$ cat config.mk
export PLATFORM = sky130hd
export DESIGN_NAME = mem_stage_sram_ctrl
export DESIGN_NICKNAME = d
export VERILOG_FILES = /design/src/rtl/mem_stage_sram_ctrl.sv
export SDC_FILE = /design/constraint.sdc
export NUM_CORES = 1
export LEC_CHECK = 0
export BUFFER_PORTS_ARGS = -buffer_cell sky130_fd_sc_hd__buf_2
export CAP_MARGIN = 20
export CELL_PAD_IN_SITES_DETAIL_PLACEMENT = 0
export CELL_PAD_IN_SITES_GLOBAL_PLACEMENT = 2
export CORE_MARGIN = 2
export CORE_UTILIZATION = 27
export DETAILED_ROUTE_END_ITERATION = 10
export GPL_TIMING_DRIVEN = 0
export PLACE_DENSITY_LB_ADDON = 0.1
export SYNTH_ARGS = -nofsm -noshare
export SYNTH_HDL_FRONTEND = slang
export SYNTH_SLANG_ARGS = --single-unit
$ cat constraint.sdc
create_clock -name clk -period 3.4 [get_ports clk]
set_clock_uncertainty 0.15 [all_clocks]
set_input_delay 0.68 -clock clk [delete_from_list [all_inputs] [get_ports clk]]
set_output_delay 0.68 -clock clk [all_outputs]
set_load 0.05 [all_outputs]
$ cat src/rtl/mem_stage_sram_ctrl.sv
// mem_stage_sram_ctrl: memory stage moving 32-bit words to/from a 16-bit SRAM as two half-word phases.
module mem_stage_sram_ctrl #(
   parameter int          WAIT_CYCLES = 1,
   parameter logic [31:0] BASE_ADDR   = 32'd1024
) (
   input  logic        clk,
   input  logic        rst,
   input  logic        MEM_R_EN,
   input  logic        MEM_W_EN,
   input  logic [31:0] ALU_result,
   input  logic [31:0] ST_val,
   output logic [31:0] MEM_result,
   output logic        ready,
   output logic [17:0] SRAM_ADDR,
   output logic [15:0] SRAM_DQ_out,
   output logic        SRAM_DQ_oe,
   input  logic [15:0] SRAM_DQ_in,
   output logic        SRAM_CE_N,
   output logic        SRAM_OE_N,
   output logic        SRAM_WE_N,
   output logic        SRAM_UB_N,
   output logic        SRAM_LB_N
);
   localparam logic [1:0] IDLE = 2'd0, LO = 2'd1, HI = 2'd2, DONE = 2'd3;
   logic [1:0]  state_q, state_d;
   logic [2:0]  cnt_q, cnt_d;
   logic        wr_q, wr_d;
   logic [16:0] addr_q, addr_d;
   logic [31:0] st_q, st_d, result_q, result_d;
   logic [15:0] lo_q, lo_d;
   logic [31:0] a;
   logic        req, last, active, unused_bits;
   assign req         = MEM_R_EN | MEM_W_EN;
   assign a           = ALU_result - BASE_ADDR;
   assign unused_bits = ^{a[31:19], a[1:0]};
   assign last        = cnt_q == 3'(WAIT_CYCLES);
   assign active      = state_q == LO || state_q == HI;
   always_comb begin
      state_d  = state_q;
      cnt_d    = cnt_q;
      wr_d     = wr_q;
      addr_d   = addr_q;
      st_d     = st_q;
      lo_d     = lo_q;
      result_d = result_q;
      case (state_q)
         IDLE: if (req) begin
            state_d = LO;
            cnt_d   = '0;
            wr_d    = MEM_W_EN;
            addr_d  = a[18:2];
            st_d    = ST_val;
         end
         LO: begin
            state_d = last ? HI : LO;
            cnt_d   = last ? 3'd0 : cnt_q + 3'd1;
            lo_d    = last ? SRAM_DQ_in : lo_q;
         end
         HI: begin
            state_d  = last ? DONE : HI;
            cnt_d    = last ? 3'd0 : cnt_q + 3'd1;
            result_d = (last && !wr_q) ? {SRAM_DQ_in, lo_q} : result_q;
         end
         default: state_d = IDLE;
      endcase
   end
   always_ff @(posedge clk or posedge rst) begin
      if (rst) begin
         state_q  <= IDLE;
         cnt_q    <= '0;
         wr_q     <= 1'b0;
         addr_q   <= '0;
         st_q     <= '0;
         lo_q     <= '0;
         result_q <= '0;
      end else begin
         state_q  <= state_d;
         cnt_q    <= cnt_d;
         wr_q     <= wr_d;
         addr_q   <= addr_d;
         st_q     <= st_d;
         lo_q     <= lo_d;
         result_q <= result_d;
      end
   end
   // SRAM controls decode straight from state so reset releases them without a clock edge
   assign ready       = state_q == IDLE ? ~req : state_q == DONE;
   assign MEM_result  = result_q;
   assign SRAM_CE_N   = ~active;
   assign SRAM_UB_N   = ~active;
   assign SRAM_LB_N   = ~active;
   assign SRAM_OE_N   = ~(active & ~wr_q);
   assign SRAM_WE_N   = ~(active & wr_q);
   assign SRAM_DQ_oe  = active & wr_q;
   assign SRAM_ADDR   = active ? {addr_q, state_q == HI} : 18'd0;
   assign SRAM_DQ_out = state_q == LO ? st_q[15:0] : state_q == HI ? st_q[31:16] : 16'd0;
endmodule

==> impl_metrics.csv, run 1 <==
group,metric,value,unit
run_status,run_status,"complete, no violations",
global_route,grt_pass1_vias,3543,
finish,nFillCells,1704,
synthesis,synth.ff_latch_count,103,
routing,drc,0,
timing,slew_violations,0,
synthesis,yosys.area.top_type,"dfrtp_1",
floorplanning,fp.dieH,132,um
job,timing.max_cap.violations,0,
synthesis,netlist_instances,408,
cts,clk_pin_slew,0.07,ns
timing,fin_crit,3.16,ns
cts,cts_root_buffer,"clkbuf_16",
timing,fin_tns_setup,0,ns
setup_path,timing.rr.start,"state_q[1]",
synthesis,synth.avg_cell_area,10.8,um2
floorplanning,die_x,132,um
setup_path,r2r-end,"lo_q[3]",
cts,cts_tree,"yes",
routing,avgRoutedWirePerCell,14.4,um
floorplanning,core,15900,um2
global_route,grt_use_total,13.7,%
setup_path,worstSetupStartpoint,"state_q[1]",
global_route,grt_overflow_total,0,
synthesis,synth_compound_area_share,7.03,%
synthesis,synth_area,4420,um2
floorplanning,rows,46,
worst_hold_path,hold_class,"primary input to asynchronous set/reset pin",
setup_path,crit_path_max_fanout,10,
setup_path,cp.required,2.57,ns
place,place_congestion,0.759,
synthesis,syn-num-nets,498,
setup_path,setup.worst_path.end_class,"output pin",
timing,relSlewSlack,35.3,%
cts,htreeDepth,3,
synthesis,synthAdderAreaFrac,1.70,%
routing,drt_wl_total,11300,um
finish,area_growth,29.9,%
routing,vias_per_cell,4.32,
timing,period_share,92.9,%
synthesis,synth_warnings,0,
finish,antenna_cells,0,
routing,vias,3382,
synthesis,synth.area.mux_share,12.2,%
synthesis,synth.area.top_cells,"dfrtp_1 (58%), mux2_2 (12%), nand2_1 (11%)",
finish,drive_above_1_share,39.0,%
synthesis,synth_edf_count,0,
floorplanning,io_pins,157,
synthesis,synth_seq_area_share,58.4,%
routing,first_iter_violations,80,
cts,clock_path_buffers,2,
floorplanning,start_util,27.7,%
cts,cts-buffers-inserted,9,
cts,post-cts-setup-buffers,0,
cts,cts_sinks,103,
timing,tightest_slew,0.969,ns
cts,insertion_delay,0.34,ns
setup_path,rr_worst_depth,7,
setup_path,start_kind,"flop",
synthesis,async_flop_share,100,%
synthesis,synth_top_area_share,58.4,%
routing,ant_nets,0,
setup_path,cp_data_arrival_time,2.33,ns
place,dp_hpwl,8250,um
timing,finalHoldViolCount,0,
synthesis,synth-simple-area-share,17.4,%
place,port_buffers,141,
global_route,antenna_found_initial,0,
timing,max_freq,316,MHz
floorplanning,die_area,17400,um2
synthesis,synth_xor_area_share,0.198,%
synthesis,synth_cell_type_count,34,
synthesis,synth_top_family_by_area,"simple AND/OR/NAND/NOR gates",
timing,setup_viol,0,
finish,nets,651,
routing,dr.pass1.iters,4,
global_route,grt_pass1_wl,18900,um
setup_path,crit_type,"flop to output pin",
global_route,grt_max_degree,38,
synthesis,synthFlopType,"dfrtp_1",
timing,grt_setup_unrepaired,"no",
cts,hold_buffers,0,
setup_path,rrSetupSlack,0.99,ns
cell usage after synthesis (2+ instances only):
cell      instances
a31oi_1           5
dfrtp_1         103
or4b_1            2
or3_1             3
inv_1             8
ha_1              6
a22o_1           16
nand2_1         130
o31ai_1           4
nand3_1           2
nor2_1            9
and2_1           17
buf_4             2
o21ai_0          11
mux2_2           48
clkbuf_1         16
buf_2             6
nor2b_1           4
worst max-delay path by stage:
| stage | end | slack [ns] |
|---|---|---|
| finish | SRAM_DQ_out[10] | 0.24 |
| CTS | SRAM_DQ_oe | 0.06 |
| global route | SRAM_DQ_oe | 0.002 |
| floorplan | SRAM_DQ_oe | 0.56 |
| global placement | SRAM_DQ_out[14] | 0.17 |
| detailed placement | SRAM_DQ_out[10] | 0.18 |
logic make-up after synthesis:
group / Yosys count
AND/OR/NAND/NOR: 175
flip-flops: 103
multiplexers: 48
AO/OA/AOI/OAI: 43
buffers and inverters: 32
adder cells (fa/ha/maj): 6
XOR/XNOR: 1
layout make-up:
type | instances | area [um2] | area share, %
tap | 216 | 270 | 4.71
clock inverter | 6 | 68.8 | 1.20
multi-input combinational | 273 | 1700 | 29.7
sequential | 103 | 2580 | 44.9
clock buffer | 10 | 229 | 3.99
inverter | 8 | 33.8 | 0.589
timing repair buffer | 143 | 746 | 13.0
buffer | 23 | 108 | 1.88
cells in the final DEF (no fill, tap or decap), types with 2 or more instances in the layout:
cell and instances:
inv_1 7, nor2b_1 4, dfrtp_1 103, clkbuf_1 13, o31ai_1 4, nand3_1 2, buf_2 147, ha_1 6
or4b_1 2, nor2_1 9, o21ai_0 11, a31oi_1 5, or3_1 3, clkbuf_2 2, nand2_1 130, clkinvlp_4 2
clkbuf_16 9, a22o_1 16, mux2_2 48, buf_12 2, inv_6 2, and2_1 17, buf_4 2
timing repair:
| item | 4_1_cts | 5_1_grt |
|---|---|---|
| gates resized for setup | 3 | 2 |
| setup endpoints to repair | 11 | 16 |
| pin swaps | 0 | 0 |
metrics by stage:
stage / util, % / std cells / hold slack, ns / cell area, um2 / setup slack (ns)
after CTS: 36.0 / 783 / 0.324 / 5740 / 0.0555
after floorplan: - / 408 / 0.288 / 4420 / 0.556
final: 36.0 / 782 / 0.308 / 5740 / 0.240
after global routing: 36.0 / 782 / 0.348 / 5740 / 0.00176
after global placement: 33.8 / 765 / 0.301 / 5400 / 0.166
after detailed placement: 34.1 / 767 / 0.309 / 5440 / 0.179
sequential cells by signal, indices dropped and copies added (netlist names):
signal      cells
lo_q           16
state_q         2
cnt_q           3
addr_q         17
MEM_result     32
st_q           32
wr_q            1
worst max-delay path, cell delays in order, from the launching register on:
cell and delay, ns:
dfrtp_1 0.46, inv_1 0.11, ha_1 0.18, buf_2 0.19
nor2b_1 0.13, clkbuf_2 0.22, clkbuf_4 0.26, a22o_1 0.16
buf_2 0.26
metal layers:
| layer | up-vias | track usage [%] | share of wire (%) |
|---|---|---|---|
| met5 | - | 0 | 0 |
| met4 | 0 | 6.04 | 2.1 |
| met3 | 15 | 3.92 | 6.6 |
| met2 | 102 | 21.2 | 45 |
| met1 | 1594 | 18.0 | 47 |
| li1 | 1671 | - | - |
Power of run 1 is not shown: default switching activity piles up to over one toggle a cycle in this logic, so the estimate is an artifact.
==> inputs of run 2 (changes only) <==
--- a/config.mk
+++ b/config.mk
@@ -8,9 +8,9 @@
 export BUFFER_PORTS_ARGS = -buffer_cell sky130_fd_sc_hd__buf_2
 export CAP_MARGIN = 20
 export CELL_PAD_IN_SITES_DETAIL_PLACEMENT = 0
-export CELL_PAD_IN_SITES_GLOBAL_PLACEMENT = 2
+export CELL_PAD_IN_SITES_GLOBAL_PLACEMENT = 1
 export CORE_MARGIN = 2
-export CORE_UTILIZATION = 27
+export CORE_UTILIZATION = 34
 export DETAILED_ROUTE_END_ITERATION = 10
 export GPL_TIMING_DRIVEN = 0
 export PLACE_DENSITY_LB_ADDON = 0.1
==> run 2 against run 1 <==
Wire length down 6.7%. Sequential share of layout area up 0.24 points. Highest routed layer unchanged. Register-to-register slack about the same. Largest cell class unchanged. Critical endpoint is now SRAM_DQ_out[12]. Die area down 20%.
==> impl_metrics.csv, run 2 (synthesis results as in run 1) <==
group,metric,value,unit
setup_path,crit_path_max_fanout,10,
cts,post-cts-setup-buffers,0,
finish,area_growth,29.2,%
cts,insertion_delay,0.35,ns
setup_path,crit_type,"flop to output pin",
timing,grt_setup_unrepaired,"no",
global_route,antenna_found_initial,0,
global_route,grt_pass1_vias,3485,
routing,drc,0,
routing,ant_nets,0,
cts,cts_tree,"yes",
routing,vias,3407,
floorplanning,die_x,118,um
timing,finalWorstSetupSlack,0.236,ns
global_route,grt_overflow_total,0,
run_status,run_status,"complete, no violations",
floorplanning,core,12700,um2
place,placed_area,5380,um2
cts,hold_buffers,0,
place,dp_hpwl,7570,um
floorplanning,die_area,13900,um2
cts,htreeDepth,3,
timing,max_freq,316,MHz
setup_path,setup.worst_path.end_class,"output pin",
cts,cts-buffers-inserted,9,
worst_hold_path,hold_class,"primary input to asynchronous set/reset pin",
timing,finalHoldViolCount,0,
place,place_congestion,0.756,
routing,vias_per_cell,4.62,
floorplanning,start_util,34.8,%
routing,first_iter_violations,174,
routing,dr.pass1.iters,4,
finish,nets,652,
finish,antenna_cells,0,
timing,relSlewSlack,39.8,%
place,port_buffers,141,
finish,final_cell_area,5710,um2
floorplanning,fp.dieH,118,um
cts,cts_root_buffer,"clkbuf_16",
cts,clock_path_buffers,2,
cts,ctsResizeCount,1,
setup_path,start_kind,"flop",
job,timing.max_cap.violations,0,
global_route,grt_use_total,15.8,%
timing,tightest_slew,0.901,ns
timing,setup_viol,0,
timing,period_share,93.1,%
global_route,grt_max_degree,42,
finish,drive_above_1_share,39.2,%
timing,fin_crit,3.16,ns
floorplanning,io_pins,157,
routing,drt_wl_total,10500,um
floorplanning,rows,41,
global_route,grt_pass1_wl,17500,um
cts,clk_pin_slew,0.07,ns
timing,slew_violations,0,
setup_path,cp.required,2.57,ns
cts,cts_sinks,103,
finish,most-common-layout-cells,"buf_2 (147), nand2_1 (130), dfrtp_1 (103)",
finish,final_common_cell,"buf_2",
setup_path,rr_worst_depth,7,
setup_path,cp_data_arrival_time,2.33,ns
timing,fin_tns_setup,0,ns
place,place_ws,0.253,ns
routing,avgRoutedWirePerCell,14.2,um
==> run 2: cell count changes in the layout (fill, tap and decap cells not counted), sizes merged <==
cell and change:
clkinv -1, clkbuf +1, bufinv +1, inv -1
==> run 2: final timing paths <==
| check | from | endpoint | slack, ns |
|---|---|---|---|
| worst max register to register | state_q[1] | lo_q[1] | 0.98 |
| worst min-delay path | rst | MEM_result[31] | 0.28 |
| min in group clk | addr_q[5] | addr_q[5] | 0.32 |
| max in group asynchronous | rst | st_q[31] | 1.95 |
| worst min register to register | addr_q[5] | addr_q[5] | 0.32 |
| worst max-delay path | state_q[1] | SRAM_DQ_out[12] | 0.24 |
==> run 2: cell type report <==
type,instances,area [um2]
plain buffers,24,110
clock buffers,10,239
clock inverters,5,81.3
fillers,1276,6970
inverters,8,33.8
multi-input cells,273,1700
flip-flops and latches,103,2580
well taps,172,215
repair buffers,143,746
==> run 2: metrics by stage <==
step | instances | utilization [%] | hold WS [ns]
final | 738 | 45.0 | 0.275
after global placement | 721 | 42.1 | 0.300
after floorplan | 408 | - | 0.288
after detailed placement | 723 | 42.5 | 0.305
after global routing | 738 | 45.0 | 0.327
after CTS | 738 | 45.0 | 0.294
==> run 2: routing by layer <==
layer / wire (um) / GRT usage (%) / vias to the layer above
met2: 4950 / 26.2 / 99
met1: 4750 / 19.7 / 1631
met4: 174 / 6.10 / 0
met3: 639 / 3.88 / 12
li1: - / - / 1665
met5: 0 / 0 / -
==> run 2: worst max-delay path, cell delays in order, from the launching register on <==
cell,delay [ns]
dfrtp_1,0.46
inv_1,0.11
ha_1,0.18
buf_2,0.18
nor2b_1,0.12
clkbuf_2,0.20
clkbuf_2,0.28
a22o_1,0.19
buf_2,0.26
Power of run 2 is left out for the same reason.
